==> src/rtl/dual_mode_timer.sv <==
// dual_mode_timer: countdown / stopwatch timer with a tick prescaler,
// pause/resume, strobe priority and optional auto-reload.
module dual_mode_timer #(
  parameter int WIDTH    = 8,
  parameter int TICK_DIV = 4,
  parameter int WRAP     = 0
) (
  input  logic             clk,
  input  logic             rst_n,
  input  logic             mode,
  input  logic             load,
  input  logic [WIDTH-1:0] load_value,
  input  logic             start,
  input  logic             pause,
  input  logic             clear,
  output logic [WIDTH-1:0] count,
  output logic             running,
  output logic             done
);

  localparam logic [7:0] PRE_MAX = 8'(TICK_DIV - 1);
  localparam bit WRAP_EN = (WRAP != 0);

  typedef enum logic [1:0] {
    IDLE,
    RUN,
    PAUSED,
    DONE
  } state_t;

  state_t           state_q, state_d;
  logic [WIDTH-1:0] count_q, count_d;
  logic [WIDTH-1:0] target_q, target_d;
  logic [WIDTH-1:0] last_q, last_d;
  logic [7:0]       pre_q, pre_d;
  logic             run_mode_q, run_mode_d;
  logic             term_q, term_d;
  logic             done_q, done_d;
  logic             running_q;

  logic sel_clear, sel_load;
  logic sel_start, sel_pause;

  assign sel_clear = clear;
  assign sel_load  = load & ~clear;
  assign sel_start = start & ~load & ~clear;
  assign sel_pause = pause & ~start & ~load & ~clear;

  // Result of one cycle spent in RUN, before strobes are applied.
  state_t           r_state;
  logic [WIDTH-1:0] r_count;
  logic [7:0]       r_pre;
  logic             r_done;
  logic             r_term;
  logic [WIDTH-1:0] cnt_dec;
  logic [WIDTH-1:0] cnt_inc;

  assign cnt_dec = count_q - WIDTH'(1);
  assign cnt_inc = count_q + WIDTH'(1);

  always_comb begin
    r_state = RUN;
    r_count = count_q;
    r_pre   = pre_q;
    r_done  = 1'b0;
    r_term  = term_q;
    if (term_q) begin
      r_state = DONE;
      r_done  = 1'b1;
      r_term  = 1'b0;
    end else if (pre_q == PRE_MAX) begin
      r_pre = '0;
      if (!run_mode_q) begin
        if (cnt_dec == '0) begin
          r_done = 1'b1;
          if (WRAP_EN) begin
            r_count = last_q;
          end else begin
            r_count = '0;
            r_state = DONE;
          end
        end else begin
          r_count = cnt_dec;
        end
      end else begin
        // Reload mode shows the target for one tick, then restarts at 0.
        if (WRAP_EN && (count_q == target_q)) begin
          r_count = '0;
        end else begin
          r_count = cnt_inc;
        end
        if (r_count == target_q) begin
          r_done = 1'b1;
          if (!WRAP_EN) begin
            r_state = DONE;
          end
        end
      end
    end else begin
      r_pre = pre_q + 8'd1;
    end
  end

  logic run_go;
  logic go_pause;

  always_comb begin
    state_d    = state_q;
    count_d    = count_q;
    target_d   = target_q;
    last_d     = last_q;
    pre_d      = pre_q;
    run_mode_d = run_mode_q;
    term_d     = term_q;
    done_d     = 1'b0;
    run_go     = 1'b0;
    go_pause   = 1'b0;

    unique case (1'b1)
      sel_clear: begin
        state_d  = IDLE;
        count_d  = '0;
        target_d = '0;
        pre_d    = '0;
        term_d   = 1'b0;
      end
      sel_load: begin
        if (state_q == IDLE || state_q == DONE) begin
          state_d = IDLE;
          if (mode) begin
            target_d = load_value;
            count_d  = '0;
          end else begin
            count_d = load_value;
            last_d  = load_value;
          end
        end else begin
          run_go = (state_q == RUN);
        end
      end
      sel_start: begin
        unique case (state_q)
          IDLE: begin
            state_d    = RUN;
            run_mode_d = mode;
            pre_d      = '0;
            term_d     = mode ? (target_q == '0)
                              : (count_q == '0);
          end
          PAUSED: state_d = RUN;
          RUN:    run_go = 1'b1;
          default: ;
        endcase
      end
      sel_pause: begin
        run_go   = (state_q == RUN);
        go_pause = 1'b1;
      end
      default: begin
        run_go = (state_q == RUN);
      end
    endcase

    // A tick in the pause cycle lands first; a terminal tick wins over pause.
    if (run_go) begin
      count_d = r_count;
      pre_d   = r_pre;
      done_d  = r_done;
      term_d  = r_term;
      if (go_pause && r_state == RUN) begin
        state_d = PAUSED;
      end else begin
        state_d = r_state;
      end
    end
  end

  always_ff @(posedge clk or negedge rst_n) begin
    if (!rst_n) begin
      state_q    <= IDLE;
      count_q    <= '0;
      target_q   <= '0;
      last_q     <= '0;
      pre_q      <= '0;
      run_mode_q <= 1'b0;
      term_q     <= 1'b0;
      done_q     <= 1'b0;
      running_q  <= 1'b0;
    end else begin
      state_q    <= state_d;
      count_q    <= count_d;
      target_q   <= target_d;
      last_q     <= last_d;
      pre_q      <= pre_d;
      run_mode_q <= run_mode_d;
      term_q     <= term_d;
      done_q     <= done_d;
      running_q  <= (state_d == RUN);
    end
  end

  assign count   = count_q;
  assign running = running_q;
  assign done    = done_q;

endmodule
==> config.mk <==
export PLATFORM = sky130hd
export DESIGN_NAME = dual_mode_timer
export DESIGN_NICKNAME = d
export VERILOG_FILES = /design/src/rtl/dual_mode_timer.sv
export SDC_FILE = /design/constraint.sdc
export NUM_CORES = 1
export LEC_CHECK = 0
export CAP_MARGIN = 20
export CORE_MARGIN = 8
export CORE_UTILIZATION = 35
export DETAILED_ROUTE_END_ITERATION = 10
export GPL_ROUTABILITY_DRIVEN = 0
export PLACE_DENSITY_LB_ADDON = 0.15
export SLEW_MARGIN = 10
export SYNTH_ARGS = -nofsm -noshare
export SYNTH_HDL_FRONTEND = slang
export SYNTH_SLANG_ARGS = --single-unit
==> constraint.sdc <==
create_clock -name clk -period 6.7 [get_ports clk]
set_clock_uncertainty 0.05 [all_clocks]
set_input_delay 1.005 -clock clk [delete_from_list [all_inputs] [get_ports clk]]
set_output_delay 1.005 -clock clk [all_outputs]
set_load 0.05 [all_outputs]
---- Word level (Yosys, flattened, before mapping) ----
Cells that the tools add are included.
word-level totals
  flip-flop bits (word level) ............. 30
  output and inout port bits .............. 10
cells by class
  add/sub/neg operators ................... 3
  equality and inequality tests ........... 13
  mux-type cells .......................... 43
  bitwise operators ....................... 9
  reductions and logical operators ........ 15
operators by type and width
  kind                                                    number
  two-way mux 8 bit                                       16
  case mux 8 bit (2 select lines)                         3
  logical NOT 8 bit                                       3
  two-way mux 2 bit                                       9
  adder 8 x 1 -> 8 bit (second input constant)            2
  two-way mux 1 bit                                       12
  == test 8 x 2 -> 1 bit (second input constant)          1
  == test 8 bit                                           1
  subtractor 8 x 1 -> 8 bit (second input constant)       1
  AND 1 bit                                               6
  == test 2 x 1 -> 1 bit (second input constant)          3
  inequality test 3 x 1 -> 1 bit (second input constant)  2
  case mux 2 bit (3 select lines)                         1
  AND reduction 3 bit                                     2
  nonzero test 3 bit                                      2
  == test 2 bit (second input constant)                   2
  inequality test 2 x 1 -> 1 bit (second input constant)  2
  inequality test 2 bit (second input constant)           2
  AND reduction 2 bit                                     2
  AND reduction 4 bit                                     1
  inverter 1 bit                                          3
  case mux 1 bit (3 select lines)                         1
  logical NOT 2 bit                                       1
  case mux 1 bit (2 select lines)                         1
  other kinds (4)                                         4

---- Logic depth before layout (Yosys ltp) ----
Gate-level depths: netlist (run 1).
  depth after elaboration ................. 14
  depth in mapped cells ................... 10

---- Worst setup path before layout (run 1) ----
No wires, ideal clock.
  kind .................................... flip-flop to flip-flop
  start point ............................. reg count_q[0] (netlist: count[0])
  end point ............................... reg state_q[1]
  arrival time ............................ 2.215 ns
  data required time ...................... 6.526 ns
  slack ................................... 4.311 ns
  stages on the path, launching flop included .. 10
  period minus slack after synthesis ...... 2.389 ns
  cell sequence ........................... dfrtp_1 -> buf_6 -> inv_1 -> ha_1 -> or3b_2 -> nand2_1 -> a2111oi_0 -> a22oi_1 -> nand2_1 -> or2_1
between the ends
  longest elaborated chain between the ends .. 13
  elaborated cells on any way between the ends .. 16
  those cells by class .................... 2 x add/sub; 2 x eq/ne; 10 x mux; 2 x reduce/logical
RTL lines
  what                      RTL line  RTL
  start: declaration        32        logic [WIDTH-1:0] count_q, count_d;
  start signal: assignment  191       count_q <= count_d;
  adder 8 x 1 -> 8 bit      59        assign cnt_inc = count_q + WIDTH'(1);
  two-way mux 8 bit         73        if (!run_mode_q) begin
  two-way mux 8 bit         71        end else if (pre_q == PRE_MAX) begin
  two-way mux 8 bit         67        if (term_q) begin
  == test 8 bit             92        if (r_count == target_q) begin
  two-way mux 2 bit         92
  two-way mux 2 bit (*)     73
  two-way mux 2 bit (*)     71
  two-way mux 2 bit (*)     67
  == test 2 x 1 -> 1 bit    170       if (go_pause && r_state == RUN) begin
  logical AND 1 bit         170
  two-way mux 2 bit (*)     170
  two-way mux 2 bit (*)     165       if (run_go) begin
  net state_d[1]            31        state_t state_q, state_d;
  end signal: assignment    190       state_q <= state_d;
  end: declaration          31
Mark *: on every way through the listed nets, which the timed path passes. The rest lies on a longest branch. The select of a mux whose other input is x is not followed.
A chain may end at the register's enable or synchronous reset.

---- Final worst setup path (run 1) ----
  start point ............................. in clear
  end point ............................... reg count_q[3] (netlist: count[3])
between the ends
  longest elaborated chain between the ends .. 5
  elaborated cells on any way between the ends .. 11
  those cells by class .................... 3 x eq/ne; 3 x mux; 3 x bitwise; 2 x reduce/logical
RTL lines
  what                                                                     RTL line    RTL
  start: declaration                                                       15          input logic clear,
  inverter 1 bit                                                           45, 46, 47
  AND 1 bit, on equally long branches                                      46, 45
  case mux 1 bit (3 select lines)                                          119         unique case (1'b1)
  inequality test 3 x 1 -> 1 bit (no source line) (tied with other cells)  n/a
  AND reduction 4 bit (no source line)                                     n/a
Several ways; a longest one is shown, not always the timed one.

==> reports/summary.txt, run 1 <==
Via density -> 5.581
Final setup viols -> 0
Crit path DAT -> 3.49 ns
# port buffers -> 24
Fill count -> 633
Die width -> 94.73 um
Post-CTS sizing -> 0
Final nets -> 295
Synth top cells by count -> 30 x dfrtp_1, 21 x nand2_1, 21 x nor2_1
Synth cell types -> 56
Min Tclk post-route -> 3.335 ns
Crit path kind -> in -> reg
DP Worst Slack -> 3.044 ns
Gr ovfl total -> 0
First-pass GRT wire length -> 9894 um
Root Driver -> clkbuf_8
Top_reg_cell synth -> dfrtp_1
Vias -> 1931
RSZ-0062 raised after global routing -> false
TritonCTS Buffers -> 5
Setup ws final -> 3.365 ns
Leakage dissipation -> 1.012 nW
Layout cells sized above 1 -> 5.535%
Synth Register Bits -> 30
Worst hold path class -> reg -> reg
GRT Util Overall -> 13.94%
CP Capture Type -> flip-flop
Crit path largest cell delay -> 0.81 ns
CTS tree -> built
Die height -> 94.73 um
Crit-path cells -> clkdlybuf4s50_1 -> nor2_1 -> o21a_1 -> or2_1 -> o21ai_0 -> o21ai_1
DRC viols -> 0
Most frequent cell after synthesis -> dfrtp_1
PD cells -> 271.6 mW/mm2
Final Cycle Share -> 49.78%
Cell Rows -> 28
Vias in the first global route -> 1925
Worst-skew pair later-pin latency -> 0.28 ns
# IOs -> 25
H-tree levels -> 2
Initial antenna violation count -> 0
Detail Route Antenna Nets -> 0
Slew Limit Fails -> 0
Pwr Total -> 679.7 uW
Critical path's slowest cell -> nor2_1
Post-Synthesis Cells -> 254
Max VDD drop -> 0.1184 mV
Rel. slew slack -> 39.71%
CTS sink count -> 30
Sequential fraction of the synthesis area -> 34.60%
Synth Warn # -> 0
Required time worst endpoint -> 6.85 ns
Synth async-reset ratio -> 100.0%
Initial core utilization -> 36.43%
Peak fanout along the critical path -> 16
Max Fclk -> 299.8 MHz
Setup total negative slack -> 0 ns
Mapped Area -> 0.002170 mm2
Area of the die -> 0.008974 mm2
DR pass1 iterations -> 4
Yosys top cell area share -> 34.60%
Syn nets -> 279
Post-CTS Setup Bufs -> 0
CP Buf/Inv Count -> 1
Hold buffers post-CTS -> 0
Clock-pin slew on the worst setup and hold paths -> 0.06 ns
Outcome -> finished, final reports clean
Pin count of the biggest net entering global routing -> 31
Core box area -> 0.005956 mm2
Synthesized area per cell -> 8.542 um2
DP HPWL -> 4214 um
WL per Instance -> 16.49 um
Max Cap Viol -> 0
Nature of the critical path startpoint -> input port
Slew @ Worst Pin -> 0.9020 ns
Crit-path leading delay family -> simple AND/OR/NAND/NOR gates
Diode count -> 0
Number of synthesized flops with an enable pin -> 0
Clock Tree Buf Depth -> 2
Hold Vio Cnt, Final -> 0
Post-synth top area cell -> dfrtp_1
1st-iter DRT viols -> 150
Area Growth Syn to Fin -> 15.34%
Synth top area cells -> dfrtp_1 35%, ha_1 5.8%, a21oi_1 4.6%
DRT Wirelength -> 5704 um
final cells by class:
type / count / area, um2 / area share [%]
clock buffers: 7 / 76.32 / 3.050
clock inverters: 1 / 30.03 / 1.200
inverters: 12 / 45.04 / 1.800
multi-input cells: 196 / 1259 / 50.30
flip-flops and latches: 30 / 750.7 / 30.00
well taps: 75 / 93.84 / 3.750
repair buffers: 25 / 247.7 / 9.900
worst reg2reg max path, cell delays in order (launching register included):
cell and delay [ns]:
dfrtp_1 0.43, inv_1 0.12, ha_1 0.25, mux2i_1 0.11
nor2_1 0.68, o21a_1 0.23, or2_1 0.46, o21ai_0 0.18
o21ai_1 0.10
per-stage QoR:
| step | hold WS, ns | cell area [um2] | cells | utilization (%) |
|---|---|---|---|---|
| 2_1_floorplan | 0.4598 | 2170 | 254 | - |
| 3_3_place_gp | 0.4916 | 2396 | 338 | 40.23 |
| 3_5_place_dp | 0.4910 | 2396 | 338 | 40.23 |
| 4_1_cts | 0.5001 | 2502 | 346 | 42.02 |
| 5_1_grt | 0.5388 | 2502 | 346 | 42.02 |
| 6_report | 0.4987 | 2502 | 346 | 42.02 |
placed cells by master (no fill, tap or decap), types with 2 or more instances in the layout:
master,netlist,final
nor4_1,5,5
nor2b_1,2,2
a21oi_1,20,20
and3_1,4,4
ha_1,10,10
dfrtp_1,30,30
xnor2_1,6,6
a31oi_1,4,4
o21a_1,2,2
inv_1,12,12
xor2_1,9,9
and3b_1,2,2
o21ai_0,8,8
clkbuf_8,0,5
or3_1,2,2
a21oi_2,2,2
nor3_1,8,8
and4_1,3,3
nor2_1,21,21
o22ai_1,5,5
clkdlybuf4s50_1,0,24
nand4_1,8,8
o21ai_1,2,2
a22oi_1,2,2
nand3_1,19,19
or2_1,3,3
nand2_1,21,21
clkbuf_1,4,2
mux2i_1,4,4
power breakdown:
part | switching [mW] | internal [mW]
logic | 0.159 | 0.0996
clock network | 0.0695 | 0.111
registers | 0.0423 | 0.198
path summary, 6_finish.rpt:
check | slack [ns] | cells after the start | end | startpoint
setup / recovery | 3.36 | 6 | count[3] | clear
hold / removal | 0.50 | 1 | pre_q[0] | pre_q[0]
setup reg to reg | 4.02 | 8 | count[3] | state_q[1]
hold reg to reg | 0.50 | 1 | pre_q[0] | pre_q[0]
max in group asynchronous | 5.25 | 2 | state_q[0] | rst_n
min in group asynchronous | 1.06 | 2 | target_q[2] | rst_n
cell families after synthesis:
family                   Yosys count  share of synthesized area, %
AND/OR/NAND/NOR                  106                         25.84
AO/OA/AOI/OAI                     61                         18.51
flip-flops                        30                         34.60
buffers and inverters             28                         7.381
XOR/XNOR                          15                         6.056
adder cells (fa/ha/maj)           10                         5.767
multiplexers                       4                         1.846
state kept, by name, summed over array words and instances, names as in the netlist:
name	count
run_mode_q	1
running	1
done	1
count	8
target_q	8
state_q	2
term_q	1
pre_q	8
metal layers:
metal,vias to the layer above,GRT usage (%),routed length [um]
li1,957,-,-
met1,935,19.33,2830
met2,32,20.34,2532
met3,7,3.016,227
met4,0,5.852,113
met5,-,0,0
No activity file was read; power rests on OpenSTA's default activity.
==> inputs of run 2 (changes only) <==
==> constraint.sdc (replaced) <==
create_clock -name clk -period 3.5 [get_ports clk]
set_clock_uncertainty 0.05 [all_clocks]
set_input_delay 0.525 -clock clk [delete_from_list [all_inputs] [get_ports clk]]
set_output_delay 0.525 -clock clk [all_outputs]
set_load 0.05 [all_outputs]
==> reports/summary.txt, run 2 (synthesis results as in run 1) <==
Max Cap Viol -> 0 (unchanged)
WL per Instance -> 16.21 um (-1.7%)
# IOs -> 25 (unchanged)
Final nets -> 298 (+1.0%)
CP Capture Type -> flip-flop
Crit path kind -> in -> reg
Hold buffers post-CTS -> 0 (unchanged)
Die width -> 94.73 um (unchanged)
Leakage dissipation -> 1.027 nW (+1.5%)
Setup total negative slack -> 0 ns (unchanged)
Max Fclk -> 390.9 MHz
Detail Route Antenna Nets -> 0 (unchanged)
Slew Limit Fails -> 0 (unchanged)
Commonest non-fill, non-tap cell in the layout -> dfrtp_1
H-tree levels -> 2 (unchanged)
RSZ-0062 raised after global routing -> false
Slew @ Worst Pin -> 0.8179 ns (-0.08417 ns)
DRC viols -> 0 (unchanged)
PD cells -> 517.4 mW/mm2 (+90%)
Vias -> 1949 (+0.93%)
Outcome -> finished, final reports clean
Peak fanout along the critical path -> 16 (unchanged)
Crit path to -> count[0]
Pin count of the biggest net entering global routing -> 31 (unchanged)
Most frequent cells in the layout -> 30 x dfrtp_1, 24 x clkdlybuf4s50_1, 21 x nor2_1, 21 x nand2_1, 20 x a21oi_1
Post-CTS sizing -> 0 (unchanged)
Gr ovfl total -> 0 (unchanged)
Reg area -> 750.7 um2 (unchanged)
Util after Layout -> 42.39% (+0.38 points)
Pwr Total -> 1.306 mW (+92%)
Root Driver -> clkbuf_8
Final Hold Slack -> 0.5056 ns (+0.006924 ns)
R2R cell count -> 9 (+1)
Clock-pin slew on the worst setup and hold paths -> 0.07 ns (about the same)
Via density -> 5.585 (about the same)
DP HPWL -> 4175 um (-0.93%)
DR pass1 iterations -> 4 (unchanged)
Required time worst endpoint -> 3.60 ns (-3.25 ns)
Rel. slew slack -> 45.33% (+5.6 points)
Final setup viols -> 0 (unchanged)
Initial antenna violation count -> 0 (unchanged)
Max VDD drop -> 0.2371 mV (+100%)
R2R setup slack -> 1.02 ns (-3.00 ns)
Die height -> 94.73 um (unchanged)
Area of the die -> 0.008974 mm2 (unchanged)
Final Cycle Share -> 73.10%
Crit path DAT -> 2.66 ns (-0.83 ns)
DRT Wirelength -> 5656 um (-0.84%)
Layout cells sized above 1 -> 6.569% (+1.0 points)
# port buffers -> 24 (unchanged)
Area Growth Syn to Fin -> 16.38%
Fill count -> 640 (+1.1%)
TritonCTS Buffers -> 5 (unchanged)
Clock Tree Buf Depth -> 2 (unchanged)
Min Tclk post-route -> 2.558 ns
Diode count -> 0 (unchanged)
Core box area -> 0.005956 mm2 (unchanged)
Initial core utilization -> 36.43% (unchanged)
GRT Util Overall -> 13.16% (-0.78 points)
Worst r2r src -> state_q[1]
Cell Rows -> 28 (unchanged)
Worst Setup SP -> load
1st-iter DRT viols -> 120 (-20%)
Nature of the critical path startpoint -> input port
CTS tree -> built
Crit Reg-Reg Endpoint -> count[0]
Hold Vio Cnt, Final -> 0 (unchanged)
First-pass GRT wire length -> 9356 um (-5.4%)
Area of the multi-input gates -> 0.001259 mm2 (unchanged)
Post-CTS Setup Bufs -> 0 (unchanged)
Worst-skew pair later-pin latency -> 0.28 ns (about the same)
Worst hold path class -> reg -> reg
Vias in the first global route -> 1788 (-7.1%)
CTS sink count -> 30 (unchanged)
run 2: changes by cell type in the layout (fill, tap and decap cells not counted):
cell / delta
buf_4: +3
run 2: area by class of cell:
cell class | instances | share of cell area (%)
Tap cell | 75 | 3.717
Clock buffer | 7 | 3.023
Inverter | 12 | 1.784
Clock inverter | 1 | 1.189
Multi-Input combinational cell | 196 | 49.85
Timing Repair Buffer | 28 | 10.70
Sequential cell | 30 | 29.73
run 2: metal layers:
metal | global-route usage, % | wire length (um)
met1 | 19.28 | 2812
met4 | 4.811 | 78
met2 | 18.13 | 2468
met5 | 0 | 0
met3 | 3.016 | 297
run 2: worst min path at each step:
stage                     to  slack (ns)     start  cells past startpoint
global placement    pre_q[0]        0.49  pre_q[0]                      1
floorplan           count[0]        0.18     rst_n                      0
finish              pre_q[0]        0.51  pre_q[0]                      1
detailed placement  pre_q[0]        0.50  pre_q[0]                      1
global route        pre_q[0]        0.53  pre_q[0]                      1
CTS                 pre_q[0]        0.51  pre_q[0]                      1
run 2: stage by stage:
| stage | area [um2] | cells | setup WS, ns |
|---|---|---|---|
| 2_1_floorplan | 2170 | 254 | 1.111 |
| 3_3_place_gp | 2419 | 341 | 0.7035 |
| 3_5_place_dp | 2419 | 341 | 0.6773 |
| 4_1_cts | 2525 | 349 | 0.9839 |
| 5_1_grt | 2525 | 349 | 0.7300 |
| 6_report | 2525 | 349 | 0.9416 |
run 2: where the power goes:
part / switching [mW] / total, mW / leakage [nW] / internal [mW]
logic: 0.309 / 0.503 / 0.567 / 0.195
registers: 0.0790 / 0.459 / 0.408 / 0.380
clock network: 0.131 / 0.344 / 0.0524 / 0.213
total: 0.519 / 1.31 / 1.03 / 0.787
run 2: critical path, stage by stage:
cell,delay [ns]
clkdlybuf4s50_1,0.61
mux2i_1,0.13
nor2_1,0.32
buf_4,0.24
nor3_1,0.06
or2_1,0.41
a221oi_1,0.29
a21oi_1,0.06
==> inputs of run 3 (changes only) <==
==> constraint.sdc (replaced) <==
create_clock -name clk -period 2.5 [get_ports clk]
set_clock_uncertainty 0.05 [all_clocks]
set_input_delay 0.375 -clock clk [delete_from_list [all_inputs] [get_ports clk]]
set_output_delay 0.375 -clock clk [all_outputs]
set_load 0.05 [all_outputs]
==> reports/summary.txt, run 3 (synthesis results as in run 1) <==
Outcome -> finished, final reports clean
Required time worst endpoint -> 2.61 ns (-0.99 ns)
Fill count -> 613 (-4.2%)
Root Driver -> clkbuf_8
Rel. slew slack -> 66.94% (+22 points)
Die width -> 94.73 um (unchanged)
Hold buffers post-CTS -> 0 (unchanged)
Area Growth Syn to Fin -> 21.74%
Detail Route Antenna Nets -> 0 (unchanged)
Max Fclk -> 431.7 MHz
Core box area -> 0.005956 mm2 (unchanged)
Worst r2r src -> count[1]
Crit Reg-Reg Endpoint -> state_q[1]
Crit path largest cell delay -> 0.48 ns (-0.13 ns)
Diode count -> 0 (unchanged)
Min Tclk post-route -> 2.317 ns
Most frequent cells in the layout -> 30 x dfrtp_1, 24 x clkdlybuf4s50_1, 21 x nor2_1, 21 x nand2_1, 21 x buf_4
Worst-skew pair later-pin latency -> 0.28 ns (about the same)
First-pass GRT wire length -> 9722 um (+3.9%)
Nature of the critical path startpoint -> flip-flop
PD cells -> 685.1 mW/mm2 (+32%)
Final Cycle Share -> 92.67%
DR pass1 iterations -> 4 (unchanged)
Vias -> 1985 (+1.8%)
Crit-path cells -> inv_1 -> ha_1 -> or3b_2 -> nand2_1 -> a2111oi_0 -> buf_4 -> a22oi_1 -> nand2_1 -> or2_1
1st-iter DRT viols -> 119 (-0.83%)
Via density -> 5.423 (-2.9%)
CTS sink count -> 30 (unchanged)
DRC viols -> 0 (unchanged)
Vias in the first global route -> 1939 (+8.4%)
Die height -> 94.73 um (unchanged)
Util after Layout -> 44.35% (+2.0 points)
GRT Util Overall -> 13.60% (+0.43 points)
Final setup viols -> 0 (unchanged)
Most used cell, CP -> nand2_1
Area of the die -> 0.008974 mm2 (unchanged)
H-tree levels -> 2 (unchanged)
Setup total negative slack -> 0 ns (unchanged)
Clock-pin slew on the worst setup and hold paths -> 0.07 ns (about the same)
TritonCTS Buffers -> 5 (unchanged)
Worst hold path class -> in -> async
Layout cells sized above 1 -> 12.71% (+6.1 points)
# port buffers -> 24 (unchanged)
Crit path kind -> reg -> reg
Slew Limit Fails -> 0 (unchanged)
Max VDD drop -> 0.3227 mV (+36%)
Max Cap Viol -> 0 (unchanged)
Final Hold Slack -> 0.4268 ns (-0.07884 ns)
Leakage dissipation -> 1.107 nW (+7.8%)
Peak fanout along the critical path -> 7 (-9)
R2R setup slack -> 0.18 ns (-0.84 ns)
# IOs -> 25 (unchanged)
Setup ws final -> 0.1834 ns (-0.7583 ns)
DP HPWL -> 4421 um (+5.9%)
Clock Tree Buf Depth -> 2 (unchanged)
Slew @ Worst Pin -> 0.4834 ns (-0.3345 ns)
WL per Instance -> 15.48 um (-4.5%)
CP Capture Type -> flip-flop
Gr ovfl total -> 0 (unchanged)
R2R cell count -> 9 (unchanged)
DP Worst Slack -> 0.1757 ns (-0.5016 ns)
Cell Rows -> 28 (unchanged)
Critical path's slowest cell -> or3b_2
Crit path DAT -> 2.43 ns (-0.23 ns)
DRT Wirelength -> 5666 um (+0.18%)
Initial antenna violation count -> 0 (unchanged)
Commonest non-fill, non-tap cell in the layout -> dfrtp_1
CTS tree -> built
Hold Vio Cnt, Final -> 0 (unchanged)
Initial core utilization -> 36.43% (unchanged)
RSZ-0062 raised after global routing -> false
Post-CTS sizing -> 0 (unchanged)
Post-CTS Setup Bufs -> 0 (unchanged)
Final nets -> 315 (+5.7%)
Pin count of the biggest net entering global routing -> 31 (unchanged)
[run 3: cell count changes in the layout (fill, tap and decap cells not counted), sizes merged]
cell / change
buf: +17
bufinv: -1
clkbuf: -1
clkinv: +1
clkinvlp: +1
[run 3: layout make-up]
type | instances | area [um2] | share of cell area (%)
well taps | 75 | 93.84 | 3.553
repair buffers | 45 | 397.9 | 15.06
multi-input cells | 196 | 1259 | 47.66
clock buffers | 6 | 82.58 | 3.126
flip-flops and latches | 30 | 750.7 | 28.42
clock inverters | 2 | 12.51 | 0.4737
inverters | 12 | 45.04 | 1.705
[run 3: metal layers]
| layer | track usage [%] | up-vias | share of wire (%) |
|---|---|---|---|
| met4 | 5.982 | 0 | 2.7 |
| met1 | 18.96 | 938 | 51 |
| met5 | 0 | - | 0 |
| li1 | - | 994 | - |
| met2 | 19.81 | 41 | 43 |
| met3 | 2.619 | 12 | 3.3 |
[run 3: how the worst max path moves through the flow]
stage,slack [ns],depth (start not counted),end,startpoint
after detailed placement,0.18,7,running,load
after global placement,0.18,7,running,load
after floorplan,0.11,9,state_q[1],count[0]
final,0.18,9,state_q[1],count[1]
after global routing,0.0006,9,state_q[1],count[1]
after CTS,0.14,9,state_q[1],count[1]
[run 3: worst max-delay path: cells and delay by family, from the launching register on]
family,cells,cell delay [ns]
AND/OR/NAND/NOR,4,0.96
flip-flops,1,0.38
adder cells (fa/ha/maj),1,0.28
buffers and inverters,2,0.27
AO/OA/AOI/OAI,2,0.26
[run 3: metrics by stage]
stage               cell area (um2)  power, mW  cells
detailed placement             2546      1.404    358
global placement               2546      1.409    358
floorplan                      2170      1.170    254
CTS                            2641      1.826    366
finish                         2641      1.810    366
global route                   2641      1.937    366
[run 3: where the power goes]
group	total (mW)	switching, mW	internal (mW)
registers	0.604	0.0722	0.532
logic	0.790	0.472	0.318
clock network	0.415	0.194	0.221
==> RTL edit: new RTL, settings of run 1 <==
The parameter `WRAP` goes from 0 to 1.
--- a/src/rtl/dual_mode_timer.sv
+++ b/src/rtl/dual_mode_timer.sv
@@ -3,7 +3,7 @@
 module dual_mode_timer #(
   parameter int WIDTH    = 8,
   parameter int TICK_DIV = 4,
-  parameter int WRAP     = 0
+  parameter int WRAP     = 1
 ) (
   input  logic             clk,
   input  logic             rst_n,
Check against the original RTL: not equivalent (Yosys sat finds a counterexample within 10 cycles, from zero or initial values and one cycle with rst_n low).
==> RTL edit against run 1 <==
  * Clock power increased by 31%
  * Critical endpoint is now last_q[4]
  * Largest power group is now registers
  * Design area rose by 29%
  * Critical path depth down 2
  * Count of clock-buffer cells in the layout fell by 2
  * Routed wire length rose by 36%
  * Total power is 27% higher
  * Largest cell class unchanged
  * Sequential cell count up 8
  * Synthesized area up 30%
  * Worst setup slack worse by 0.23 ns
==> RTL edit: results (changes against run 1) <==
Power:
- The worst ir drop on vdd is 0.0000946 V (was 0.000118 V).
- The combinational power is 306 µW (was 258 µW).
- The internal portion of total power was 536 µW (was 409 µW).

Cells and area:
- The fraction of area in clock buffers and inverters was 4.26% (was 4.25%).
- The number of signal-net buffers in the layout is 26 (was 25).
- The fraction of final layout cells with drive strength greater than 1 is 9.41% (was 5.54%).
- The final standard cell area without fillers is 3230 µm² (was 2500 µm²).
- The multi-input gate share of the layout cell area came to 53.5% (was 50.3%).

Detailed routing:
- The number of DRC violations after detailed-routing iteration 0 is 180 (was 150).
- The post-detailed-route wirelength per cell is 17.6 µm (was 16.5 µm).
- The met2 wire length was 3590 µm (was 2530 µm).
- The met3 wire length came to 416 µm (was 227 µm).

Yosys:
- The distinct cell type count of the synthesized netlist is 59 (was 56).
- The average instance area after synthesis is 8.57 µm² (was 8.54 µm²).

GRT:
- The aggregate global-route resource usage came to 14.5% (was 13.9%).
- The global-route wire length before repair is 13,300 µm (was 9890 µm).

Min path:
- The cell depth of the worst hold path was 2 (was 1).
- The sink of the worst hold path was pre_q[1] (was pre_q[0]).
- The start point of the worst hold path is pre_q[1] (was pre_q[0]).

Critical path:
- The reg2reg setup slack is 3.82 ns (was 4.02 ns).
- The startpoint of the worst-slack reg-to-reg timing path is count[0] (was state_q[1]).
- The worst reg2reg path endpoint was count[0] (was count[3]).

Timing:
- The fmax was 280 MHz (was 300 MHz).
- The worst-case hold slack is 0.466 ns (was 0.499 ns).

Run status:
- Result of the run: complete, no violations (unchanged).

Place:
- The post-DP HPWL was 5790 µm (was 4210 µm).
[RTL edit: cell count changes after synthesis, sizes merged, moves of 5 or more]
| cell | run 1 | this run |
|---|---|---|
| mux2 | 0 | 9 |
| a21oi | 22 | 12 |
| clkbuf | 5 | 16 |
| mux2i | 4 | 14 |
| nand3 | 19 | 10 |
| nor2 | 21 | 28 |
| o21ai | 10 | 25 |
| dfrtp | 30 | 38 |
| a31oi | 4 | 9 |
| buf | 11 | 6 |
| nand2 | 21 | 28 |
| nand2b | 1 | 7 |
| nor2b | 2 | 7 |
[RTL edit: kinds of logic (layout without fill, tap and decap cells)]
kind of cell             Yosys count  count (layout)  synth area share (%)
AND/OR/NAND/NOR                  128             128                  23.9
AO/OA/AOI/OAI                     79              79                  18.8
flip-flops                        38              38                  33.8
buffers and inverters             32              44                  4.63
multiplexers                      23              23                  8.73
XOR/XNOR                          18              18                  5.61
adder cells (fa/ha/maj)           10              10                  4.45
